**src/rtl/dds_ramp_sweep.sv**
```systemverilog
// Ramp generator for DDS tuning words: steps a registered word from start to end
// in fixed increments, holding each value for a programmable dwell.
module dds_ramp_sweep #(
    parameter int WIDTH       = 32,
    parameter int DWELL_WIDTH = 32
) (
    input  logic                   dac_clk,
    input  logic                   rstn,
    input  logic                   cfg_load,
    input  logic [WIDTH-1:0]       cfg_start,
    input  logic [WIDTH-1:0]       cfg_end,
    input  logic [WIDTH-1:0]       cfg_step,
    input  logic [DWELL_WIDTH-1:0] cfg_dwell,
    input  logic [1:0]             cfg_mode,
    input  logic                   run,
    input  logic                   hold,
    output logic [WIDTH-1:0]       value_out,
    output logic                   value_valid,
    output logic                   sweep_done,
    output logic                   busy,
    output logic [1:0]             o_dbg_state
);

    typedef enum logic [1:0] {
        S_IDLE  = 2'd0,
        S_DWELL = 2'd1,
        S_DONE  = 2'd2
    } state_t;

    state_t                 r_state;
    logic [WIDTH-1:0]       r_sh_start;
    logic [WIDTH-1:0]       r_sh_end;
    logic [WIDTH-1:0]       r_sh_step;
    logic [WIDTH-1:0]       r_value;
    logic [DWELL_WIDTH-1:0] r_sh_dwell;
    logic [DWELL_WIDTH-1:0] r_cnt;
    logic [1:0]             r_sh_mode;
    logic                   r_dir_up;
    logic                   r_wrap_pending;
    logic                   r_valid;
    logic                   r_done;
    logic                   r_busy;

    logic                   w_out_up;
    logic                   w_return;
    logic                   w_dwell_done;
    logic                   w_at_end_out;
    logic                   w_at_start_ret;
    logic [WIDTH-1:0]       w_target;
    logic [WIDTH-1:0]       w_diff;
    logic [WIDTH-1:0]       w_next;
    logic [WIDTH:0]         w_sum;
    logic [DWELL_WIDTH-1:0] w_dwell_max;

    // The outbound direction is fixed by the shadows; a mismatch with r_dir_up
    // means we are on the triangle return leg heading back to start.
    assign w_out_up     = (r_sh_end >= r_sh_start);
    assign w_return     = (r_dir_up != w_out_up);
    assign w_target     = w_return ? r_sh_start : r_sh_end;
    assign w_sum        = {1'b0, r_value} + {1'b0, r_sh_step};
    assign w_diff       = r_value - r_sh_step;
    assign w_dwell_max  = (r_sh_dwell == '0) ? {{(DWELL_WIDTH-1){1'b0}}, 1'b1} : r_sh_dwell;
    assign w_dwell_done = (r_cnt >= w_dwell_max);

    always_comb begin
        w_next = w_target;
        if (r_dir_up) begin
            if (w_sum < {1'b0, w_target}) w_next = w_sum[WIDTH-1:0];
        end else begin
            if (!(r_value < r_sh_step) && (w_diff > w_target)) w_next = w_diff;
        end
    end

    assign w_at_end_out   = !w_return && (w_next == r_sh_end);
    assign w_at_start_ret = w_return && (w_next == r_sh_start);

    // value_valid and sweep_done are single-cycle strobes with no back-pressure:
    // a consumer must take value_out on the cycle value_valid is high.
    always_ff @(posedge dac_clk) begin
        if (!rstn) begin
            r_state        <= S_IDLE;
            r_sh_start     <= '0;
            r_sh_end       <= '0;
            r_sh_step      <= '0;
            r_sh_dwell     <= '0;
            r_sh_mode      <= 2'd0;
            r_dir_up       <= 1'b1;
            r_wrap_pending <= 1'b0;
            r_cnt          <= '0;
            r_value        <= '0;
            r_valid        <= 1'b0;
            r_done         <= 1'b0;
            r_busy         <= 1'b0;
        end else begin
            r_valid <= 1'b0;
            r_done  <= 1'b0;
            if (cfg_load) begin
                r_sh_start     <= cfg_start;
                r_sh_end       <= cfg_end;
                r_sh_step      <= cfg_step;
                r_sh_dwell     <= cfg_dwell;
                r_sh_mode      <= cfg_mode;
                r_dir_up       <= (cfg_end >= cfg_start);
                r_wrap_pending <= 1'b0;
                r_cnt          <= '0;
                r_value        <= cfg_start;
                r_busy         <= 1'b0;
                r_state        <= S_IDLE;
            end else begin
                case (r_state)
                    S_IDLE: begin
                        if (run) begin
                            r_state <= S_DWELL;
                            r_cnt   <= {{(DWELL_WIDTH-1){1'b0}}, 1'b1};
                            r_busy  <= 1'b1;
                        end
                    end
                    S_DWELL: begin
                        if (!run) begin
                            r_state        <= S_IDLE;
                            r_value        <= r_sh_start;
                            r_dir_up       <= w_out_up;
                            r_wrap_pending <= 1'b0;
                            r_busy         <= 1'b0;
                        end else if (!hold) begin
                            if (!w_dwell_done) begin
                                r_cnt <= r_cnt + 1'b1;
                            end else begin
                                r_cnt   <= {{(DWELL_WIDTH-1){1'b0}}, 1'b1};
                                r_valid <= 1'b1;
                                if (r_wrap_pending) begin
                                    // sawtooth: end has been held one dwell, now wrap
                                    r_value        <= r_sh_start;
                                    r_done         <= 1'b1;
                                    r_wrap_pending <= 1'b0;
                                end else begin
                                    r_value <= w_next;
                                    if (w_at_end_out) begin
                                        case (r_sh_mode)
                                            2'd1: r_wrap_pending <= 1'b1;
                                            2'd2: r_dir_up       <= ~r_dir_up;
                                            default: begin
                                                r_state <= S_DONE;
                                                r_busy  <= 1'b0;
                                                r_done  <= 1'b1;
                                            end
                                        endcase
                                    end else if (w_at_start_ret) begin
                                        r_done   <= 1'b1;
                                        r_dir_up <= ~r_dir_up;
                                    end
                                end
                            end
                        end
                    end
                    S_DONE: begin
                        if (!run) begin
                            r_state <= S_IDLE;
                            r_value <= r_sh_start;
                        end
                    end
                    default: r_state <= S_IDLE;
                endcase
            end
        end
    end

    assign value_out   = r_value;
    assign value_valid = r_valid;
    assign sweep_done  = r_done;
    assign busy        = r_busy;
    assign o_dbg_state = r_state;

endmodule

```
**config.mk**
```make
export PLATFORM = sky130hd
export DESIGN_NAME = dds_ramp_sweep
export DESIGN_NICKNAME = d
export VERILOG_FILES = /design/src/rtl/dds_ramp_sweep.sv
export SDC_FILE = /design/constraint.sdc
export NUM_CORES = 1
export LEC_CHECK = 0
export BUFFER_PORTS_ARGS = -buffer_cell sky130_fd_sc_hd__buf_2
export CAP_MARGIN = 25
export CORE_MARGIN = 4
export CORE_UTILIZATION = 55
export CTS_BUF_LIST = sky130_fd_sc_hd__clkbuf_16
export DETAILED_ROUTE_END_ITERATION = 6
export GPL_TIMING_DRIVEN = 0
export PLACE_DENSITY = 0.82
export SLEW_MARGIN = 20
export SYNTH_ARGS = -nofsm -noshare
export SYNTH_HDL_FRONTEND = slang
export SYNTH_SLANG_ARGS = --single-unit
```
**constraint.sdc**
```tcl
create_clock -name dac_clk -period 12.4 [get_ports dac_clk]
set_input_delay 1.86 -clock dac_clk [delete_from_list [all_inputs] [get_ports dac_clk]]
set_output_delay 1.86 -clock dac_clk [all_outputs]
set_load 0.01 [all_outputs]
```
## Word level (Yosys, flattened, before mapping)

Index checks and enable logic that the tools add are counted.

- Register bits after elaboration: 201
- Bits in latches: 0
- Memory bits (writable): 0
- Bits in read-only memories: 0
- Word-level logic and storage cells: 127
- Memories: 0

- Add/subtract/negate cells: 3
- Multiply operators: 0
- Divide/modulo/power cells: 0
- $lt $le $gt $ge: 6
- Equality and inequality tests: 26
- Shifts and indexed selects: 0
- Multiplexer cells: 54
- Bitwise logic cells: 5
- Reduce and logical (&&, ||, !) cells: 20

Operators by type and width:

| operator | count |
|---|---|
| 32-bit two-way mux | 15 |
| 32-bit one-hot mux with 2 select lines | 2 |
| 32-bit greater-or-equal comparator | 3 |
| 32-bit equality test | 2 |
| 32-bit by 32-bit adder with 33-bit output | 1 |
| 33-bit by 32-bit less-than comparator with 1-bit output | 1 |
| 32-bit by 1-bit adder with 32-bit output (second input constant) | 1 |
| 32-bit > comparator | 1 |
| 32-bit zero test | 1 |
| 32-bit less-than comparator | 1 |
| 32-bit subtractor | 1 |
| 1-bit two-way mux | 27 |
| 3-bit != test (second input constant) | 8 |
| 2-bit two-way mux | 8 |
| 7-bit AND reduction | 2 |
| 2-bit != test (second input constant) | 5 |
| 4-bit != test (second input constant) | 2 |
| 4-bit AND reduction | 2 |
| 2-bit one-hot mux with 3 select lines | 1 |
| 6-bit AND reduction | 1 |
| 6-bit OR reduction | 1 |
| 1-bit NOT | 5 |
| 5-bit OR reduction | 1 |
| 2-bit by 1-bit equality test with 1-bit output (second input constant) | 2 |
| other kinds (14) | 20 |

## Logic depth before layout (Yosys ltp)

Gate-level depths: netlist of run 1.

- Depth in word-level cells: 17
- Gate-level depth with buffers: 33
- Mapped depth without buffers: 29

## Worst setup path before layout of run 1

OpenSTA, ideal clock, no wires.

- Path type: register to register
- Start: register r_sh_start[7]
- End: register r_dir_up
- Arrival: 7462 ps
- Setup slack: 4822 ps
- Cell stages (with the launch flop): 32
- Path buffers: 6
- Period minus slack after synthesis: 7578 ps
- Cells stage by stage: dfxtp_1 clkbuf_1 inv_1 ha_1 a21oi_1 o21ai_0 a221o_1 o211a_1 a211oi_1 buf_4 buf_1 clkbuf_1 mux2i_1 ha_1 nand3_1 or4_1 or4_1 or3_4 or3_4 mux2i_4 or2_1 buf_6 nor2_2 o31a_1 a311o_1 nor4_1 nand4_1 or3_1 buf_2 o22ai_1 mux2i_1 nor2_1

- Longest elaborated chain between the ends: 16
- Elaborated cells between the ends (all ways): 24
- Classes of those cells: order compare: 3; eq/ne: 5; mux: 11; reduce/logical: 5

Ends and longest elaborated chain:

| what | RTL line | source |
|---|---|---|
| start: declaration | 31 | `logic [WIDTH-1:0] r_sh_start;` |
| start signal: assignment | 98 | `r_sh_start <= cfg_start;` |
| 32-bit greater-or-equal comparator | 57 | `assign w_out_up = (r_sh_end >= r_sh_start);` |
| 1-bit != test | 58 | `assign w_return = (r_dir_up != w_out_up);` |
| 32-bit two-way mux | 59 | `assign w_target = w_return ? r_sh_start : r_sh_end;` |
| 32-bit > comparator | 70 | `if (!(r_value < r_sh_step) && (w_diff > w_target)) w_next = w_diff;` |
| 1-bit logical AND | 70 |  |
| 32-bit two-way mux | 70 |  |
| 32-bit two-way mux | 67 | `if (r_dir_up) begin` |
| 32-bit equality test | 74 | `assign w_at_end_out = !w_return && (w_next == r_sh_end);` |
| 1-bit logical AND | 74 |  |
| 1-bit two-way mux | 138 | `if (w_at_end_out) begin` |
| 1-bit two-way mux | 131 | `if (r_wrap_pending) begin` |
| 1-bit two-way mux | 126 | `if (!w_dwell_done) begin` |
| 1-bit two-way mux | 125 | `end else if (!hold) begin` |
| 1-bit two-way mux | 119 | `if (!run) begin` |
| 1-bit two-way mux | 110 | `case (r_state)` |
| 1-bit two-way mux | 97 | `if (cfg_load) begin` |
| end signal: assignment | 103 | `r_dir_up <= (cfg_end >= cfg_start);` |
| end signal: assignment | 122 | `r_dir_up <= w_out_up;` |
| end signal: assignment | 141 | `2'd2: r_dir_up <= ~r_dir_up;` |
| end: declaration | 38 | `logic r_dir_up;` |

Parallel ways exist; a longest one is shown, timed or not. The select of a mux whose other input is x is not followed.
A chain may end at the register's enable or synchronous reset.

## Worst setup path after layout of run 1

- Start: register r_sh_start[14]
- End: register r_dir_up

The elaborated chain is that of the path after synthesis.

==> impl_metrics.ini, run 1 <==
[status]
status = finished with violations
failed_checks = design-rule violations

[routing]
drt_iter0_drc = 2321
ant_nets = 0
wl_mm = 86.5
wl_per_cell_um = 28.2
post_drt_via_cell_ratio = 6.69
vias = 20500
drc = 7
dr.pass1.iters = 7

[setup_path]
required_ps = 12860
cp_max_fo = 10
r2r_start = r_sh_start[14]
critPathKind = flop to flop
crit_arrival_ps = 12810
worstSetupStartpoint = r_sh_start[14]
worst_setup_path_end_kind = flop
ff2ff_path_depth = 30
r2r-end = r_dir_up
critPathSlowestCell = a2111oi_1
start_kind = flop
cpMostUsedCell = mux2i_1
rrSetupSlack_ps = 50
slowest_delay_ps = 980

[global_routing]
grt_usage_pct = 43.6
grt_pass1_wl_mm = 127
antenna_found_initial = 3
grt-ovfl-total = 0
grt_pass1_vias = 19800
grt_max_degree = 15

[min_path]
min-delay-start = r_sh_start[23]
hp-class = flop to flop
min_path_cells = 2
min_to = r_sh_start[23]

[clock_network]
cts_resized = 0
clkSinkCount = 201
htreeDepth = 1
cts_tree = yes
cts_buffer_depth = 3
insertion_delay_ps = 570
cts_setup_buffers = 0
cts_made_buffers = 23
clk_pin_slew_ps = 70
cts_hold_buf = 0
root_buffer = clkbuf_16

[power]
ir_drop_mv = 0.131
p_leak_nw = 9.75
powerDensity_nw_per_um2 = 148
power_mw = 3.17

[floorplanning]
initial_core_util_pct = 56.3
coreArea_um2 = 33900
die_y_um = 194
die_w_um = 194
rows = 67
io_pins = 172
dieArea_um2 = 37700

[job]
max_cap_violations = 0

[placement]
place_ws_ps = 735
placed_cells = 3018
dpl.hpwl_mm = 68.3
portBuffers = 169
placed_cell_area_um2 = 20500
gp_congestion = 1.05

[synth]
ys.flop_type = dfxtp_1
syn_area_per_cell_um2 = 7.95
syn-num-nets = 2759
synth.cell_area_um2 = 19100
yosys_warnings = 0
synth_cell_type_count = 81
async_flop_share_pct = 0
synth_edf_count = 0
seq_area_frac_synth_pct = 21.1
ys_ff_latch = 201
synthCells = 2397

[sta]
fin_ws_ps = 48.8
min_period_over_period_pct = 99.6
finalHoldViolCount = 0
worst_slew_pin_slew_ps = 1170
rsz0062_at_grt = false
slew_headroom_pct = 21.1
hold_ws_ps = 524
fmax_ghz = 0.0810
fin_tns_setup_ps = 0
finClkSkew_ps = 14.5
timing.final.max_slew_violations = 0
setup_viol_count_final = 0
fin_crit_ps = 12350

[layout]
final_util_pct = 63.2
ff_latch_area_um2 = 4020
drive_gt1_share_pct = 10.5
multi_input_area_um2 = 13800
final_area_um2 = 21400
n_fill_cell = 2812
area_delta_synth_final_pct = 12.3
nNetsFinal = 2958
stdcell_count = 3063
[where the power goes]
group / leakage (nW) / internal [mW] / total [mW] / switching (mW)
Sequential: 1.65 / 0.681 / 0.737 / 0.0558
Clock: 0.406 / 0.469 / 0.786 / 0.318
Combinational: 7.69 / 0.568 / 1.65 / 1.08
Total: 9.75 / 1.72 / 3.17 / 1.46
[placed cells by master (no fill, tap or decap), drive strengths merged, types with 12 or more instances in the layout]
| master | n |
|---|---|
| o22ai | 13 |
| nand4 | 43 |
| inv | 205 |
| o21bai | 13 |
| clkbuf | 114 |
| mux2 | 16 |
| a211oi | 49 |
| o311ai | 12 |
| o21a | 12 |
| o211a | 33 |
| nand3 | 60 |
| xnor2 | 88 |
| a221oi | 12 |
| a211o | 13 |
| o211ai | 35 |
| or3 | 14 |
| nor3 | 46 |
| xor2 | 40 |
| a21o | 52 |
| dfxtp | 201 |
| nor2b | 133 |
| a21boi | 22 |
| nor2 | 164 |
| o21ai | 102 |
| nand2 | 136 |
| buf | 207 |
| ha | 225 |
| nand2b | 26 |
| and3 | 27 |
| nor4 | 29 |
| and4 | 13 |
| mux2i | 157 |
| a31oi | 24 |
| a21oi | 133 |
[registers in the layout (all words and copies together) (netlist names)]
register	cells
busy	1
o_dbg_state	2
r_cnt	32
r_dir_up	1
r_sh_dwell	32
r_sh_end	32
r_sh_mode	2
r_sh_start	32
r_sh_step	32
r_wrap_pending	1
sweep_done	1
value_out	32
value_valid	1
[worst max path at each step]
| stage | to | slack [ps] | depth (start not counted) |
|---|---|---|---|
| after floorplan | r_dir_up | 4820 | 31 |
| after global placement | r_dir_up | 410 | 30 |
| after detailed placement | r_wrap_pending | 730 | 29 |
| after CTS | r_wrap_pending | 690 | 29 |
| after global routing | r_dir_up | 140 | 30 |
| final | r_dir_up | 50 | 30 |
[Yosys cell counts (all sizes together), types with 13 or more instances]
cell type | count | area share, %
nand2 | 136 | 2.7
a211oi | 49 | 2.0
nand3 | 60 | 1.6
o211a | 33 | 1.7
nor2 | 164 | 3.2
o211ai | 35 | 1.4
o21ai | 102 | 2.7
inv | 201 | 4.0
mux2 | 16 | 0.95
mux2i | 157 | 8.3
and3 | 27 | 0.91
nand4 | 43 | 1.4
or3 | 14 | 0.54
a21oi | 133 | 3.5
o22ai | 13 | 0.43
and4 | 13 | 0.60
nand2b | 26 | 0.85
ha | 225 | 15
nor4 | 29 | 0.95
a21boi | 22 | 0.87
buf | 33 | 0.86
dfxtp | 201 | 21
xnor2 | 88 | 4.0
nor2b | 133 | 4.4
clkbuf | 91 | 1.8
a31oi | 24 | 0.79
xor2 | 40 | 1.8
a21o | 52 | 2.0
o21bai | 13 | 0.51
nor3 | 46 | 1.2
a211o | 13 | 0.60
[per-layer routing]
layer | wire length, um | vias to the layer above | part of all wire, % | track usage, %
met5 | 11 | - | 0.013 | 0
met3 | 9060 | 364 | 10 | 8.64
met2 | 37300 | 1470 | 43 | 68.4
met1 | 32900 | 9578 | 38 | 55.0
li1 | - | 9067 | - | -
met4 | 7220 | 2 | 8.3 | 27.2
[cell families (layout without fill, tap and decap cells)]
kind of cell             count (synthesis)  after routing  synth area share [%]
AO/OA/AOI/OAI                          614            614                  22.4
XOR/XNOR                               128            128                  5.88
adder cells (fa/ha/maj)                229            229                  15.1
buffers and inverters                  326            542                  6.63
flip-flops                             201            201                  21.1
multiplexers                           173            173                  9.26
other                                    0              2                     0
AND/OR/NAND/NOR                        726            726                  19.7
[final cells by class]
class                      instances  area share (%)
clock inverter                    19            1.28
sequential                       201            18.8
multi-input combinational       1870            64.5
buffer                           124            2.37
timing repair buffer             174            4.19
antenna                            2          0.0234
clock buffer                      23            2.69
inverter                         202            3.54
tap                              448            2.62
[worst max-delay path, delay by kind of cell (launching register included)]
family	cells	cell delay [ps]
compound gates	9	3670
buf+inv	7	3130
simple gates	9	3100
mux	3	1070
fa+ha+maj	2	650
flops	1	580
(Power assumes the default switching activity.)
==> run 2, diff against run 1 <==
--- a/config.mk
+++ b/config.mk
@@ -9,7 +9,6 @@
 export CAP_MARGIN = 25
 export CORE_MARGIN = 4
 export CORE_UTILIZATION = 55
-export CTS_BUF_LIST = sky130_fd_sc_hd__clkbuf_16
 export DETAILED_ROUTE_END_ITERATION = 6
 export GPL_TIMING_DRIVEN = 0
 export PLACE_DENSITY = 0.82
==> impl_metrics.ini, run 2 (same netlist as run 1, synthesis figures left out) <==
[clock_network]
cts_made_buffers = 23
cts_resized = 0
clk_pin_slew_ps = 70
clkSinkCount = 201
cts_tree = yes
cts_setup_buffers = 0
insertion_delay_ps = 570
cts_hold_buf = 0
htreeDepth = 1
root_buffer = clkbuf_16
cts_buffer_depth = 3

[floorplanning]
die_y_um = 194
die_w_um = 194
dieArea_um2 = 37700
io_pins = 172
rows = 67
coreArea_um2 = 33900
initial_core_util_pct = 56.3

[global_routing]
antenna_found_initial = 3
grt_usage_pct = 43.6
grt-ovfl-total = 0
grt_pass1_vias = 19900
grt_pass1_wl_mm = 127
grt_max_degree = 15

[sta]
hold_ws_ps = 526
min_period_over_period_pct = 100
rsz0062_at_grt = false
fin_crit_ps = 12420
finalHoldViolCount = 0
fin_tns_setup_ps = -21.1
finClkSkew_ps = 17.1
timing.final.max_slew_violations = 0
fin_ws_ps = -21.1
fmax_ghz = 0.0805
worst_slew_pin_slew_ps = 1180
slew_headroom_pct = 20.7
setup_viol_count_final = 1

[setup_path]
slowest_delay_ps = 960
critPathSlowestCell = a211oi_1
crit_arrival_ps = 12920
start_kind = flop
cp_max_fo = 10
worst_setup_path_end_kind = flop
critPathKind = flop to flop
required_ps = 12900

[placement]
placed_cells = 3018
portBuffers = 169
gp_congestion = 1.05
dpl.hpwl_mm = 68.3

[layout]
nNetsFinal = 2959
stdcell_count = 3064
area_delta_synth_final_pct = 12.4
ff_latch_area_um2 = 4020
final_util_pct = 63.3
layout_common_cells = 225 x ha_1, 201 x inv_1, 201 x dfxtp_1, 181 x buf_2, 163 x nor2_1
final_common_cell = ha_1
drive_gt1_share_pct = 10.7
multi_input_area_um2 = 13800
n_fill_cell = 2804

[routing]
drc = 0
drt_iter0_drc = 2369
ant_nets = 0
post_drt_via_cell_ratio = 6.71
wl_mm = 86.8
vias = 20500
wl_per_cell_um = 28.3
dr.pass1.iters = 6

[power]
ir_drop_mv = 0.131
power_mw = 3.20
powerDensity_nw_per_um2 = 149
p_leak_nw = 9.77

[status]
status = finished with violations
failed_checks = negative setup slack

[job]
max_cap_violations = 0

[min_path]
hp-class = flop to flop
[run 2: cell count changes in the layout (fill, tap and decap cells not counted), sizes merged]
cell    previous run  this run
clkbuf           114       119
clkinv             6         3
inv              205       204
[run 2: power by group]
part / leakage [nW] / switching, mW / internal, mW
combinational: 7.70 / 1.09 / 0.568
sequential: 1.65 / 0.0561 / 0.681
clock: 0.418 / 0.319 / 0.488
total: 9.77 / 1.46 / 1.74
[run 2: final cells by class]
class / instances / share of cell area, %
multi-input combinational: 1870 / 64.4
sequential: 201 / 18.8
timing repair buffer: 175 / 4.20
inverter: 202 / 3.54
clock buffer: 27 / 2.90
tap: 448 / 2.62
buffer: 124 / 2.37
clock inverter: 15 / 1.20
antenna: 2 / 0.0234
[run 2: worst paths after layout]
| check | cells after the start | slack (ps) | from | end |
|---|---|---|---|---|
| min | 2 | 530 | busy | busy |
| max reg2reg | 29 | -20 | r_sh_start[14] | r_wrap_pending |
| max | 29 | -20 | r_sh_start[14] | r_wrap_pending |
| min reg2reg | 2 | 530 | busy | busy |
[run 2: worst max-delay path, delay by kind of cell (launching register included)]
family / cells / cell delay [ps]
AO/OA/AOI/OAI: 9 / 3710
AND/OR/NAND/NOR: 9 / 3390
buffers and inverters: 7 / 3150
multiplexers: 2 / 840
adder cells (fa/ha/maj): 2 / 650
flip-flops: 1 / 580
[run 2: routing by layer]
layer	up-vias	wire length (um)	global-route usage (%)	part of all wire (%)
li1	9066	-	-	-
met1	9751	33600	54.8	39
met2	1363	37800	68.9	44
met3	361	8480	8.84	9.8
met4	4	6850	26.7	7.9
met5	-	22	0	0.025
[run 2: metrics by stage]
step | worst slack, ps | area, um^2
after floorplan | 4820 | 19100
after global placement | 414 | 20500
after detailed placement | 735 | 20500
after CTS | 690 | 21400
after global routing | 124 | 21400
final | -21.1 | 21400
